--- config.mk ---
export PLATFORM = sky130hd
export DESIGN_NAME = spi_slave_wrapper
export DESIGN_NICKNAME = d
export VERILOG_FILES = /design/src/rtl/spi_pkg.sv /design/src/rtl/spi_ram.sv /design/src/rtl/spi_slave_wrapper.sv
export SDC_FILE = /design/constraint.sdc
export NUM_CORES = 2
export LEC_CHECK = 0
export BUFFER_PORTS_ARGS = -buffer_cell sky130_fd_sc_hd__clkbuf_2
export CORE_MARGIN = 8
export CORE_UTILIZATION = 42
export DETAILED_ROUTE_END_ITERATION = 16
export PLACE_DENSITY_LB_ADDON = 0.2
export SLEW_MARGIN = 25
export SYNTH_ARGS = -nofsm -noshare
export SYNTH_HDL_FRONTEND = slang
export SYNTH_SLANG_ARGS = --single-unit
--- constraint.sdc ---
create_clock -name clk -period 4.2 [get_ports clk]
set_input_delay 0.42 -clock clk [delete_from_list [all_inputs] [get_ports clk]]
set_output_delay 0.42 -clock clk [all_outputs]
set_load 0.01 [all_outputs]
--- src/rtl/spi_pkg.sv ---
// spi_pkg: shared widths, FSM states and command opcodes for the SPI slave RAM block
package spi_pkg;
    localparam int MEM_DEPTH = 256;
    localparam int ADDR_SIZE = 8;
    localparam int DATA_W = 8;
    localparam logic [3:0] FRAME_BITS = 4'd10;
    localparam logic [1:0] OP_WR_ADDR = 2'b00;
    localparam logic [1:0] OP_WR_DATA = 2'b01;
    localparam logic [1:0] OP_RD_ADDR = 2'b10;
    localparam logic [1:0] OP_RD_DATA = 2'b11;
    typedef enum logic [1:0] {IDLE, WRITE, READ_ADD, READ_DATA} state_t;
endpackage

--- src/rtl/spi_ram.sv ---
// spi_ram: 256x8 single-port RAM decoding 10-bit opcode/payload commands
module spi_ram
    import spi_pkg::*;
(
    input  logic              clk,
    input  logic              rst,
    input  logic [9:0]        din,
    input  logic              rx_valid,
    output logic [DATA_W-1:0] dout,
    output logic              tx_valid,
    output logic              rd_addr_seen
);
    logic [DATA_W-1:0] mem [0:MEM_DEPTH-1];
    logic [ADDR_SIZE-1:0] wr_addr_q, wr_addr_d, rd_addr_q, rd_addr_d;
    logic [DATA_W-1:0] dout_q, dout_d;
    logic tx_valid_q, tx_valid_d, rd_addr_seen_q, rd_addr_seen_d;
    logic [1:0] op;
    logic [DATA_W-1:0] payload;
    assign op = din[9:8];
    assign payload = din[7:0];
    assign dout = dout_q;
    assign tx_valid = tx_valid_q;
    assign rd_addr_seen = rd_addr_seen_q;
    always_comb begin
        wr_addr_d = (rx_valid && op == OP_WR_ADDR) ? payload : wr_addr_q;
        rd_addr_d = (rx_valid && op == OP_RD_ADDR) ? payload : rd_addr_q;
        dout_d = (rx_valid && op == OP_RD_DATA) ? mem[rd_addr_q] : dout_q;
        tx_valid_d = rx_valid && op == OP_RD_DATA;
        rd_addr_seen_d = !rx_valid ? rd_addr_seen_q :
                         op == OP_RD_ADDR ? 1'b1 :
                         op == OP_RD_DATA ? 1'b0 : rd_addr_seen_q;
    end
    always_ff @(posedge clk) begin
        if (rst) begin
            wr_addr_q <= '0;
            rd_addr_q <= '0;
            dout_q <= '0;
            tx_valid_q <= 1'b0;
            rd_addr_seen_q <= 1'b0;
        end else begin
            wr_addr_q <= wr_addr_d;
            rd_addr_q <= rd_addr_d;
            dout_q <= dout_d;
            tx_valid_q <= tx_valid_d;
            rd_addr_seen_q <= rd_addr_seen_d;
        end
    end
    // contents survive reset so a preload or earlier writes stay visible
    always_ff @(posedge clk) begin
        if (rx_valid && op == OP_WR_DATA) mem[wr_addr_q] <= payload;
    end
endmodule

--- src/rtl/spi_slave_wrapper.sv ---
// spi_slave_wrapper: SPI slave frame deserialiser and MISO serialiser in front of spi_ram
module spi_slave_wrapper
    import spi_pkg::*;
(
    input  logic clk,
    input  logic rst,
    input  logic SS_n,
    input  logic MOSI,
    output logic MISO
);
    state_t state_q, state_d;
    logic [3:0] cnt_q, cnt_d, bit_q, bit_d;
    logic done_q, done_d, rx_valid_q, rx_valid_d;
    logic go_q, go_d, miso_q, miso_d;
    logic [9:0] rx_data_q, rx_data_d;
    logic [DATA_W-1:0] tx_data_q, tx_data_d, tx_data, dout;
    logic tx_valid, rd_addr_seen;
    assign tx_data = tx_data_q;
    assign MISO = miso_q;
    spi_ram r1 (
        .clk(clk), .rst(rst), .din(rx_data_q), .rx_valid(rx_valid_q),
        .dout(dout), .tx_valid(tx_valid), .rd_addr_seen(rd_addr_seen)
    );
    always_comb begin
        state_d = state_q;
        cnt_d = cnt_q;
        done_d = done_q;
        rx_data_d = rx_data_q;
        rx_valid_d = 1'b0;
        if (SS_n) begin
            state_d = IDLE;
            cnt_d = '0;
            done_d = 1'b0;
        end else if (state_q == IDLE) begin
            state_d = !MOSI ? WRITE : rd_addr_seen ? READ_DATA : READ_ADD;
        end else if (!done_q) begin
            rx_data_d = {rx_data_q[8:0], MOSI};
            cnt_d = cnt_q + 4'd1;
            if (cnt_q == FRAME_BITS - 4'd1) begin
                rx_valid_d = 1'b1;
                cnt_d = '0;
                done_d = 1'b1;
            end
        end
    end
    // readback shifts only while the master still holds the read-data frame open
    always_comb begin
        tx_data_d = tx_valid ? dout : tx_data_q;
        go_d = 1'b0;
        bit_d = '0;
        miso_d = 1'b0;
        if (tx_valid && !SS_n && state_q == READ_DATA) begin
            go_d = 1'b1;
        end else if (go_q && !SS_n && state_q == READ_DATA && bit_q < 4'd8) begin
            go_d = 1'b1;
            bit_d = bit_q + 4'd1;
            miso_d = tx_data_q[3'd7 - bit_q[2:0]];
        end
    end
    always_ff @(posedge clk) begin
        if (rst) begin
            state_q <= IDLE;
            cnt_q <= '0;
            done_q <= 1'b0;
            rx_data_q <= '0;
            rx_valid_q <= 1'b0;
            tx_data_q <= '0;
            go_q <= 1'b0;
            bit_q <= '0;
            miso_q <= 1'b0;
        end else begin
            state_q <= state_d;
            cnt_q <= cnt_d;
            done_q <= done_d;
            rx_data_q <= rx_data_d;
            rx_valid_q <= rx_valid_d;
            tx_data_q <= tx_data_d;
            go_q <= go_d;
            bit_q <= bit_d;
            miso_q <= miso_d;
        end
    end
endmodule

==> results.json <==
{
  "run_status": "finished clean",
  "cts_setup_buffers": 0,
  "worst_hold_path_type": "input port to register",
  "antenna_left": 0,
  "route.vias.total": 40600,
  "core_region_area_sq_um": 195000,
  "port_buffers": 4,
  "grt_use_met1": 0.276,
  "grt_max_degree": 129,
  "synth-warning-count": 0,
  "synthesis.instances": 4034,
  "dominantRegCellSynth": "sky130_fd_sc_hd__edfxtp_1",
  "number_of_buffers_added_to_fix_hold_violations_after_cts": 4,
  "seq_cell_area_sq_um": 62700,
  "grt_remaining_overflow": 0,
  "worstPathRequired_ns": 4.97,
  "numCtsBuffers": 211,
  "dieArea_sq_um": 210000,
  "synth.yosys.seq_area_share": 0.763,
  "start_util": 0.422,
  "power.static_leakage_nw": 29.5,
  "detail_route.drc_violations": 0,
  "cts.clk_slew.worst_paths_ns": 0.06,
  "critPathCaptureType": "register",
  "final_worst_path_period_share": 0.925,
  "floorplan.io_pins": 5,
  "criticalPathCategory": "register to register",
  "clock_tree_from_tritoncts": "built",
  "number_of_global_route_vias_before_repair": 40900,
  "tritoncts_num_sinks": 2106,
  "layout-area-overhead-vs-synth_pct": 13.0,
  "multi_input_comb_area_sq_um": 17800,
  "grt_busiest_layer": "met2",
  "skew_ns": 0.0381,
  "avg_wl_per_cell_um": 30.3,
  "worst_pin_slew_ns": 1.07,
  "postSynthNetCount": 4039,
  "design.final.nets": 4275,
  "syn_area_per_cell_sq_um": 20.4,
  "number_of_antenna_violations_at_the_first_check_in_global_routing": 4,
  "drtPass1Iterations": 5,
  "worstPathArrival_ns": 4.66,
  "final.min_clock_period_ns": 3.89,
  "dp.final_hpwl_mm": 132,
  "post_cts.resized_instances": 0,
  "mappedNetlistArea_sq_um": 82100,
  "gr-usage-all-layers": 0.196,
  "finalWeightedCongestion": 0.838,
  "timing.critical_path.fanout_max": 25,
  "start_kind": "register",
  "synth_cell_type_count": 65,
  "drt-vias-per-instance": 5.82,
  "htreeDepth": 4,
  "drv_cap": 0,
  "layoutNonFillerInstCount": 6986,
  "power_dens_cells_nw_per_um2": 440,
  "unrepaired_setup_endpoints_after_global_routing": "no",
  "drt-initial-drc-count": 4498,
  "timing.slew.headroom": 0.284,
  "postSynth.asyncResetShare": 0,
  "whs_ns": 0.448,
  "max_freq_mhz": 257,
  "number_of_buffers_on_the_longest_clock_path": 3,
  "ys_ff_latch": 2106,
  "worst_skew_pair.late_latency_ns": 0.84,
  "setup_viol_count_final": 0,
  "finalSetupTns_ns": 0,
  "die_y_um": 458,
  "dp.cells": 6594,
  "routed_wl_mm": 212,
  "std_cell_rows": 162,
  "fillerInstances": 16100,
  "global_route_wire_length_before_repair_mm": 302,
  "hold_violations": 0,
  "fp.dieW_um": 458,
  "grt.met3_usage": 0.0351,
  "clockRootBuffer": "sky130_fd_sc_hd__clkbuf_16",
  "synth_enable_flop_cells": 2048,
  "timing_max_transition_violations_final": 0,
  "vdd_ir_drop_max_v": 0.000372,
  "globalRouteMet2Util": 0.322,
  "layout_cells_sized_above_1": 0.226
}
[metrics by stage]
step	cell area (sq um)	utilization	power (mW)	setup WS (ns)
2_1_floorplan	82100	-	23.2	1.68
3_3_place_gp	86100	0.442	23.2	0.406
3_5_place_dp	86100	0.443	23.2	0.385
4_1_cts	92700	0.476	41.1	0.333
5_1_grt	92700	0.477	41.9	0.170
6_report	92700	0.477	40.8	0.314
[worst paths after layout]
kind                                      start      endpoint  slack (ns)  cells after the start
worst max register to register  r1.rd_addr_q[0]    r1.dout[5]        0.31                      9
worst max-delay path            r1.rd_addr_q[0]    r1.dout[5]        0.31                      9
worst min register to register             go_q          go_q        0.49                      2
worst min-delay path                       MOSI  rx_data_q[0]        0.45                      4
[cell usage in the layout (no fill, tap or decap), types with 5 or more instances in the layout]
cell type	count
sky130_fd_sc_hd__a211oi_1	20
sky130_fd_sc_hd__bufinv_16	12
sky130_fd_sc_hd__a22o_1	11
sky130_fd_sc_hd__nor2_2	7
sky130_fd_sc_hd__or4_1	7
sky130_fd_sc_hd__clkbuf_16	214
sky130_fd_sc_hd__nor2_1	362
sky130_fd_sc_hd__clkinv_2	27
sky130_fd_sc_hd__buf_4	224
sky130_fd_sc_hd__dfxtp_1	46
sky130_fd_sc_hd__a221oi_1	8
sky130_fd_sc_hd__nand4_1	14
sky130_fd_sc_hd__a32oi_1	7
sky130_fd_sc_hd__edfxtp_1	2048
sky130_fd_sc_hd__mux4_2	433
sky130_fd_sc_hd__o21ai_0	50
sky130_fd_sc_hd__inv_1	5
sky130_fd_sc_hd__mux2_2	5
sky130_fd_sc_hd__and2_1	5
sky130_fd_sc_hd__nor3_1	50
sky130_fd_sc_hd__nor2b_1	12
sky130_fd_sc_hd__o22a_1	6
sky130_fd_sc_hd__o22ai_1	91
sky130_fd_sc_hd__clkinv_1	62
sky130_fd_sc_hd__mux2i_1	262
sky130_fd_sc_hd__a21oi_1	45
sky130_fd_sc_hd__a2111oi_0	9
sky130_fd_sc_hd__nand3_1	40
sky130_fd_sc_hd__clkbuf_1	54
sky130_fd_sc_hd__mux4_1	15
sky130_fd_sc_hd__nor4_1	19
sky130_fd_sc_hd__a22oi_1	13
sky130_fd_sc_hd__o221ai_1	22
sky130_fd_sc_hd__o211ai_1	13
sky130_fd_sc_hd__nand2_1	89
sky130_fd_sc_hd__buf_12	34
sky130_fd_sc_hd__a31oi_1	9
sky130_fd_sc_hd__dfxtp_4	12
[cell families (layout without fill, tap and decap cells)]
group,after synthesis,after routing,share of synthesized area
flops,2106,2106,0.763
other cells,0,2,0
compound gates,323,323,0.0263
simple gates,635,635,0.0335
buf+inv,251,659,0.0203
xor+xnor,3,3,0.000320
mux,715,715,0.156
fa+ha+maj,1,1,0.000152
[cell type report]
class,instances,area share
Inverter,7,0.000337
Timing Repair Buffer,267,0.0264
Sequential cell,2106,0.676
Clock buffer,268,0.0599
Antenna cell,2,0.0000540
Tap cell,2542,0.0343
Multi-Input combinational cell,1677,0.192
Clock inverter,117,0.0108
[cells in the mapped netlist, types with 7 or more instances]
library cell                count  area share
sky130_fd_sc_hd__o22ai_1       91      0.0069
sky130_fd_sc_hd__buf_6         39      0.0053
sky130_fd_sc_hd__nor2b_1       13     0.00099
sky130_fd_sc_hd__a221oi_1       8     0.00085
sky130_fd_sc_hd__a211oi_1      20      0.0018
sky130_fd_sc_hd__or4_1          7     0.00064
sky130_fd_sc_hd__mux4_2       433        0.12
sky130_fd_sc_hd__buf_1          9     0.00041
sky130_fd_sc_hd__mux4_1        15      0.0048
sky130_fd_sc_hd__a31oi_1       10     0.00076
sky130_fd_sc_hd__o221ai_1      22      0.0023
sky130_fd_sc_hd__buf_4         24      0.0022
sky130_fd_sc_hd__nor4_1        19      0.0014
sky130_fd_sc_hd__clkbuf_1      91      0.0042
sky130_fd_sc_hd__buf_2         54      0.0033
sky130_fd_sc_hd__mux2i_1      262       0.032
sky130_fd_sc_hd__a2111oi_0      9     0.00096
sky130_fd_sc_hd__edfxtp_1    2048        0.75
sky130_fd_sc_hd__dfxtp_1       58       0.014
sky130_fd_sc_hd__nor2_1       369       0.017
sky130_fd_sc_hd__a32oi_1        7     0.00075
sky130_fd_sc_hd__nand3_1       40      0.0024
sky130_fd_sc_hd__buf_8         20      0.0037
sky130_fd_sc_hd__a22o_1        11      0.0012
sky130_fd_sc_hd__nand2_1       90      0.0041
sky130_fd_sc_hd__o21ai_0       50      0.0030
sky130_fd_sc_hd__a22oi_1       13      0.0012
sky130_fd_sc_hd__a21oi_1       45      0.0027
sky130_fd_sc_hd__nor3_1        50      0.0030
sky130_fd_sc_hd__o211ai_1      13      0.0012
sky130_fd_sc_hd__nand4_1       14      0.0011
[power breakdown]
part           internal (mW)  switching, mW
clock network           10.1           7.96
logic                 0.0146         0.0505
registers               22.7         0.0139
total                   32.8           8.02
[layer usage]
metal | vias to the layer above | wire length (um)
met2 | 1386 | 103000
met3 | 280 | 13300
met5 | - | 0
met1 | 21800 | 90200
met4 | 0 | 4720
li1 | 17200 | -
[registers in the layout, indices dropped and copies added, names as in the netlist]
signal / cells
tx_data: 8
r1.tx_valid: 1
r1.rd_addr_q: 8
state_q: 2
r1.wr_addr_q: 8
go_q: 1
r1.rd_addr_seen: 1
r1.dout: 8
bit_q: 4
MISO: 1
cnt_q: 4
r1.mem: 2048
rx_data_q: 10
rx_valid_q: 1
done_q: 1
[critical path, stage by stage (launching register included)]
cell and delay, ns:
sky130_fd_sc_hd__dfxtp_4 0.91, sky130_fd_sc_hd__buf_4 0.59, sky130_fd_sc_hd__buf_4 0.36, sky130_fd_sc_hd__mux2i_1 0.11, sky130_fd_sc_hd__o22ai_1 0.24, sky130_fd_sc_hd__a211oi_1 0.08
sky130_fd_sc_hd__a21oi_1 0.50, sky130_fd_sc_hd__o21ai_0 0.20, sky130_fd_sc_hd__nor3_1 0.55, sky130_fd_sc_hd__a221o_1 0.24
Note: power is estimated with default switching activity, not from simulation.
